### src/rtl/commit_trace_buffer.sv
// Commit trace buffer: records recent (PC, instruction, sequence) commits in a circular
// buffer with wrap/stop modes and a PC trigger, then drains the frozen trace via valid/ready.
module commit_trace_buffer #(
    parameter int DEPTH       = 16,
    parameter int ADDR_WIDTH  = 32,
    parameter int INSTR_WIDTH = 32,
    parameter int CNT_WIDTH   = 32
) (
    input  logic                       clk_i,
    input  logic                       rst_i,
    input  logic                       commit_valid_i,
    input  logic [ADDR_WIDTH-1:0]      commit_pc_i,
    input  logic [INSTR_WIDTH-1:0]     commit_instr_i,
    input  logic                       arm_i,
    input  logic                       mode_i,
    input  logic                       trig_en_i,
    input  logic [ADDR_WIDTH-1:0]      trig_pc_i,
    input  logic [$clog2(DEPTH):0]     post_trig_i,
    input  logic                       rd_ready_i,
    output logic                       rd_valid_o,
    output logic [ADDR_WIDTH-1:0]      rd_pc_o,
    output logic [INSTR_WIDTH-1:0]     rd_instr_o,
    output logic [CNT_WIDTH-1:0]       rd_seq_o,
    output logic [$clog2(DEPTH):0]     count_o,
    output logic [CNT_WIDTH-1:0]       commit_cnt_o,
    output logic                       overflow_o,
    output logic [1:0]                 state_o
);
    localparam int PTR_W = $clog2(DEPTH);
    localparam int CW    = PTR_W + 1;
    localparam logic [PTR_W-1:0]     PTR_ONE  = PTR_W'(1);
    localparam logic [CW-1:0]        CNT_ONE  = CW'(1);
    localparam logic [CW-1:0]        FULL_CNT = CW'(DEPTH);
    localparam logic [CNT_WIDTH-1:0] SEQ_ONE  = CNT_WIDTH'(1);
    localparam logic [CNT_WIDTH-1:0] SEQ_MAX  = {CNT_WIDTH{1'b1}};

    typedef enum logic [1:0] {
        ST_IDLE   = 2'd0,
        ST_RECORD = 2'd1,
        ST_POST   = 2'd2,
        ST_FROZEN = 2'd3
    } state_t;

    state_t                 state_r, state_s;
    logic [PTR_W-1:0]       wr_ptr_r, wr_ptr_s, rd_ptr_r, rd_ptr_s;
    logic [CW-1:0]          count_r, count_s, remaining_r, remaining_s;
    logic [CNT_WIDTH-1:0]   commit_cnt_r, commit_cnt_s;
    logic                   overflow_r, overflow_s;
    logic                   store_s, full_s, rd_valid_s, pop_s;

    logic [ADDR_WIDTH-1:0]  pc_mem_r    [DEPTH];
    logic [INSTR_WIDTH-1:0] instr_mem_r [DEPTH];
    logic [CNT_WIDTH-1:0]   seq_mem_r   [DEPTH];

    assign full_s     = (count_r == FULL_CNT);
    assign rd_valid_s = (state_r == ST_FROZEN) && (count_r != {CW{1'b0}});
    assign pop_s      = rd_valid_s && rd_ready_i && !arm_i;

    // Next-state and datapath control; arm overrides any commit or pop in the same cycle.
    always_comb begin
        state_s      = state_r;
        wr_ptr_s     = wr_ptr_r;
        rd_ptr_s     = rd_ptr_r;
        count_s      = count_r;
        remaining_s  = remaining_r;
        commit_cnt_s = commit_cnt_r;
        overflow_s   = overflow_r;
        store_s      = 1'b0;
        if (arm_i) begin
            state_s      = ST_RECORD;
            wr_ptr_s     = {PTR_W{1'b0}};
            rd_ptr_s     = {PTR_W{1'b0}};
            count_s      = {CW{1'b0}};
            remaining_s  = {CW{1'b0}};
            commit_cnt_s = {CNT_WIDTH{1'b0}};
            overflow_s   = 1'b0;
        end else begin
            case (state_r)
                ST_RECORD, ST_POST: begin
                    if (!commit_valid_i) begin
                        state_s = state_r;
                    end else if (mode_i && full_s) begin
                        // Only reachable if mode flipped to stop while already full.
                        overflow_s = 1'b1;
                        state_s    = ST_FROZEN;
                    end else begin
                        store_s      = 1'b1;
                        wr_ptr_s     = wr_ptr_r + PTR_ONE;
                        commit_cnt_s = (commit_cnt_r == SEQ_MAX) ? commit_cnt_r : commit_cnt_r + SEQ_ONE;
                        if (full_s) begin
                            rd_ptr_s   = rd_ptr_r + PTR_ONE;
                            overflow_s = 1'b1;
                        end else begin
                            count_s = count_r + CNT_ONE;
                        end
                        if (mode_i && (count_r == FULL_CNT - CNT_ONE)) begin
                            state_s = ST_FROZEN;
                        end else if (state_r == ST_RECORD) begin
                            if (trig_en_i && (commit_pc_i == trig_pc_i)) begin
                                if (post_trig_i == {CW{1'b0}}) begin
                                    state_s = ST_FROZEN;
                                end else begin
                                    remaining_s = post_trig_i;
                                    state_s     = ST_POST;
                                end
                            end else begin
                                state_s = ST_RECORD;
                            end
                        end else begin
                            remaining_s = remaining_r - CNT_ONE;
                            if (remaining_r == CNT_ONE) begin
                                state_s = ST_FROZEN;
                            end else begin
                                state_s = ST_POST;
                            end
                        end
                    end
                end
                ST_FROZEN: begin
                    if (commit_valid_i) begin
                        overflow_s = 1'b1;
                    end else begin
                        overflow_s = overflow_r;
                    end
                    if (pop_s) begin
                        rd_ptr_s = rd_ptr_r + PTR_ONE;
                        count_s  = count_r - CNT_ONE;
                    end else begin
                        rd_ptr_s = rd_ptr_r;
                    end
                end
                default: begin
                    state_s = ST_IDLE;
                end
            endcase
        end
    end

    // Control and status registers.
    always_ff @(posedge clk_i or negedge rst_i) begin
        if (!rst_i) begin
            state_r      <= ST_IDLE;
            wr_ptr_r     <= {PTR_W{1'b0}};
            rd_ptr_r     <= {PTR_W{1'b0}};
            count_r      <= {CW{1'b0}};
            remaining_r  <= {CW{1'b0}};
            commit_cnt_r <= {CNT_WIDTH{1'b0}};
            overflow_r   <= 1'b0;
        end else begin
            state_r      <= state_s;
            wr_ptr_r     <= wr_ptr_s;
            rd_ptr_r     <= rd_ptr_s;
            count_r      <= count_s;
            remaining_r  <= remaining_s;
            commit_cnt_r <= commit_cnt_s;
            overflow_r   <= overflow_s;
        end
    end

    // Trace storage; contents are don't-care after reset so no reset is applied.
    always_ff @(posedge clk_i) begin
        if (store_s) begin
            pc_mem_r[wr_ptr_r]    <= commit_pc_i;
            instr_mem_r[wr_ptr_r] <= commit_instr_i;
            seq_mem_r[wr_ptr_r]   <= commit_cnt_r;
        end
    end

    assign rd_valid_o   = rd_valid_s;
    assign rd_pc_o      = pc_mem_r[rd_ptr_r];
    assign rd_instr_o   = instr_mem_r[rd_ptr_r];
    assign rd_seq_o     = seq_mem_r[rd_ptr_r];
    assign count_o      = count_r;
    assign commit_cnt_o = commit_cnt_r;
    assign overflow_o   = overflow_r;
    assign state_o      = state_r;
endmodule

### config.mk
export PLATFORM = sky130hd
export DESIGN_NAME = commit_trace_buffer
export DESIGN_NICKNAME = d
export VERILOG_FILES = /design/src/rtl/commit_trace_buffer.sv
export SDC_FILE = /design/constraint.sdc
export NUM_CORES = 1
export LEC_CHECK = 0
export ABC_AREA = 1
export CELL_PAD_IN_SITES_DETAIL_PLACEMENT = 1
export CELL_PAD_IN_SITES_GLOBAL_PLACEMENT = 2
export CORE_AREA = 4 4 405 407
export DETAILED_ROUTE_END_ITERATION = 8
export DIE_AREA = 0 0 409 411
export PLACE_DENSITY_LB_ADDON = 0.1
export SETUP_SLACK_MARGIN = 0.3
export SYNTH_ARGS = -nofsm -noshare
export SYNTH_HDL_FRONTEND = slang
export SYNTH_SLANG_ARGS = --single-unit
### constraint.sdc
create_clock -name clk_i -period 5.5 [get_ports clk_i]
set_input_delay 0.825 -clock clk_i [delete_from_list [all_inputs] [get_ports clk_i]]
set_output_delay 0.825 -clock clk_i [all_outputs]
set_load 0.005 [all_outputs]
==> qor.json <==
{
  "num_antenna_cells": 0,
  "m1_gr_usage_pct": 30.7,
  "p_per_area_mw_per_mm2": 452,
  "clock.fmax_mhz": 207,
  "synth.top_cells.by_area": "edfxtp_1, mux2i_1, nor2_1",
  "worst_path_class_setup": "register to primary output",
  "critical_path.max_fanout": 187,
  "fraction_of_final_layout_cells_sized_beyond_drive_strength_1_pct": 7.69,
  "post-synth-top-count-cell": "edfxtp_1",
  "yosys.area.top_type_share_pct": 72.1,
  "holdCritPathClass": "input port to async pin",
  "n_fill_cell": 15800,
  "h-tree-depth": 4,
  "minimum_clock_period_ns": 4.84,
  "unrepaired_setup_endpoints_after_global_routing": "false",
  "numPortBuffers": 244,
  "post_cts.repair.setup_buffers": 0,
  "maxCapViolCount": 0,
  "ctsResizeCount": 0,
  "number_of_remaining_drc_errors": 0,
  "first_global_vias": 40900,
  "cts-buffers-inserted": 172,
  "post-route-util_pct": 46.5,
  "wire_per_inst_um": 26.7,
  "endpoint_arrival_time_on_the_critical_path_ns": 4.01,
  "wirelength_um": 187000,
  "die_h_um": 411,
  "globalRouteMet3Util_pct": 2.82,
  "core_area_mm2": 0.160,
  "crit_path_cell_trace": "buf_12, nor2_1, o32ai_1, o211ai_1, nand2_1, clkdlybuf4s50_1",
  "number_of_antenna_violations_at_the_first_check_in_global_routing": 2,
  "reg2reg_start": "state_o[0]",
  "timing.slew.headroom_pct": 15.4,
  "final-setup-viol-count": 0,
  "yosys_register_bits": 1589,
  "multi_input_comb_area_mm2": 0.0147,
  "seq_area_frac_synth_pct": 74.2,
  "initialDrtViolationCount": 2823,
  "report.final.hold_viol_count": 0,
  "floorplan.initialDensity_pct": 39.9,
  "cpMaxStageDelayCell": "dfrtp_4",
  "avgViaCountPerCell": 5.61,
  "drt_pass1_iterations": 5,
  "synthesis.area_mm2": 0.0640,
  "regArea_mm2": 0.0475,
  "grt_first_pass_wirelength_um": 276000,
  "hold_slack_ns": 0.232,
  "vias": 39300,
  "worst_ep_required_time_ns": 4.68,
  "groute.layer.met2.usage_pct": 37.1,
  "finalPower_uw": 33700,
  "status": "finished, final reports clean",
  "max_slew.worst_pin.slew_ns": 1.27,
  "global_route.peak_usage_layer": "met2",
  "tritoncts_sink_count": 1589,
  "min_period_over_period_pct": 87.9,
  "net_count_after_synthesis": 4632,
  "async_reset_ff_share_pct": 3.34,
  "ys_top_cells_by_count": "edfxtp_1, nor2_1, o21ai_0, nand2_1",
  "synth_enable_flop_cells": 1536,
  "clock_tree.buffer_depth": 3,
  "postSynthAreaPerCell_um2": 14.2,
  "synth.lib_cells_used.distinct": 39,
  "finalNetCount": 4837,
  "grt.total_usage_pct": 22.0,
  "antenna_violating_nets_post_route": 0,
  "layout-area-overhead-vs-synth_pct": 16.4,
  "gpl.final_weighted_congestion": 0.729,
  "floorplan.io_pins": 245,
  "ir_drop_v": 0.000398,
  "timing.clock.skew_ns": 0.0399,
  "netlist_instances": 4510,
  "cts.reportedPaths.clkPinSlew_ns": 0.05,
  "cts.root.buffer_cell": "clkbuf_16",
  "crit_path_start_kind": "register",
  "leakage_uw": 0.0247,
  "final_max_slew_viol_count": 0,
  "yosysWarnings": 0,
  "insertion_delay_ns": 0.80,
  "synth_area_leader_cell": "edfxtp_1",
  "timing.critical_path.from": "rd_ptr_r[0]",
  "slowest_delay_ns": 0.83,
  "cts_hold_buf": 0,
  "crit_path_end_kind": "primary output",
  "grt_overflow": 0,
  "synth_top_flop_cell": "edfxtp_1",
  "grt_max_degree": 188,
  "tritoncts": "done",
  "dp.final_hpwl_um": 94700,
  "rows": 147,
  "dieWidth_um": 409,
  "fp.dieArea_mm2": 0.168,
  "finalSetupTns_ns": 0
}
critical path, delay by kind of cell (launching register included):
| family | cells | cell delay (ns) |
|---|---|---|
| flip-flops | 1 | 0.83 |
| AND/OR/NAND/NOR | 2 | 0.37 |
| AO/OA/AOI/OAI | 2 | 0.53 |
| buffers and inverters | 2 | 1.12 |
per-layer routing:
metal / wire, um / vias to the layer above
met5: 13 / -
li1: - / 17600
met1: 86100 / 20800
met3: 6360 / 204
met4: 3030 / 2
met2: 91800 / 737
where the power goes:
part	switching, uW	leakage [uW]	total [uW]	internal, uW
sequential	302	0.0149	13900	13600
clock	4740	0.00265	11200	6430
combinational	5400	0.00709	8650	3240
layout make-up:
cell class	instances	area share, %
Clock buffer	212	6.11
Clock inverter	97	1.15
Inverter	128	0.680
Multi-Input combinational cell	2490	19.8
Sequential cell	1589	63.7
Tap cell	2160	3.63
Timing Repair Buffer	334	4.90
layout by cell type (no fill, tap or decap), types with 120 or more instances in the layout:
| master | synthesis | layout |
|---|---|---|
| edfxtp_1 | 1536 | 1536 |
| nor2_1 | 693 | 677 |
| o21ai_0 | 411 | 411 |
| nand2_1 | 337 | 337 |
| mux2i_1 | 275 | 275 |
| o221ai_1 | 275 | 275 |
| clkdlybuf4s50_1 | 0 | 243 |
| clkbuf_16 | 0 | 176 |
| nand3_1 | 131 | 131 |
| inv_1 | 121 | 120 |
sequential cells by signal (all words and copies together), names as in the netlist:
name,cells
pc_mem_r,512
instr_mem_r,512
commit_cnt_o,32
remaining_r,5
seq_mem_r,512
rd_ptr_r,4
wr_ptr_r,4
state_o,2
count_o,5
overflow_o,1
logic make-up (layout without fill, tap and decap cells):
| kind of cell | after synthesis | count (layout) | share of synthesized area, % |
|---|---|---|---|
| AOI/OAI and AO/OA | 948 | 948 | 10.2 |
| xor gates and xnor gates | 24 | 24 | 0.329 |
| buffers and inverters | 431 | 771 | 2.97 |
| and+or+nand+nor | 1229 | 1229 | 7.78 |
| DFF | 1589 | 1589 | 74.2 |
| adders and majority gates | 14 | 14 | 0.286 |
| muxes | 275 | 275 | 4.30 |
final timing paths:
path	to	slack (ns)	depth (start not counted)
worst min-delay path	commit_cnt_o[1]	0.23	2
worst max register to register	instr_mem_r[1][1]	2.01	7
min in group clk_i	overflow_o	0.54	1
worst max-delay path	rd_pc_o[16]	0.66	6
worst min register to register	overflow_o	0.54	1
max in group asynchronous	rd_ptr_r[1]	4.68	2
through the flow:
| step | area (um2) | setup slack, ns | instances |
|---|---|---|---|
| after floorplan | 64000 | -0.661 | 4510 |
| after global placement | 69100 | 1.17 | 6701 |
| after detailed placement | 69100 | 1.19 | 6701 |
| after CTS | 74500 | 0.630 | 7010 |
| after global routing | 74500 | 0.449 | 7010 |
| final | 74500 | 0.664 | 7010 |
No activity file was read; power rests on OpenSTA's default activity.
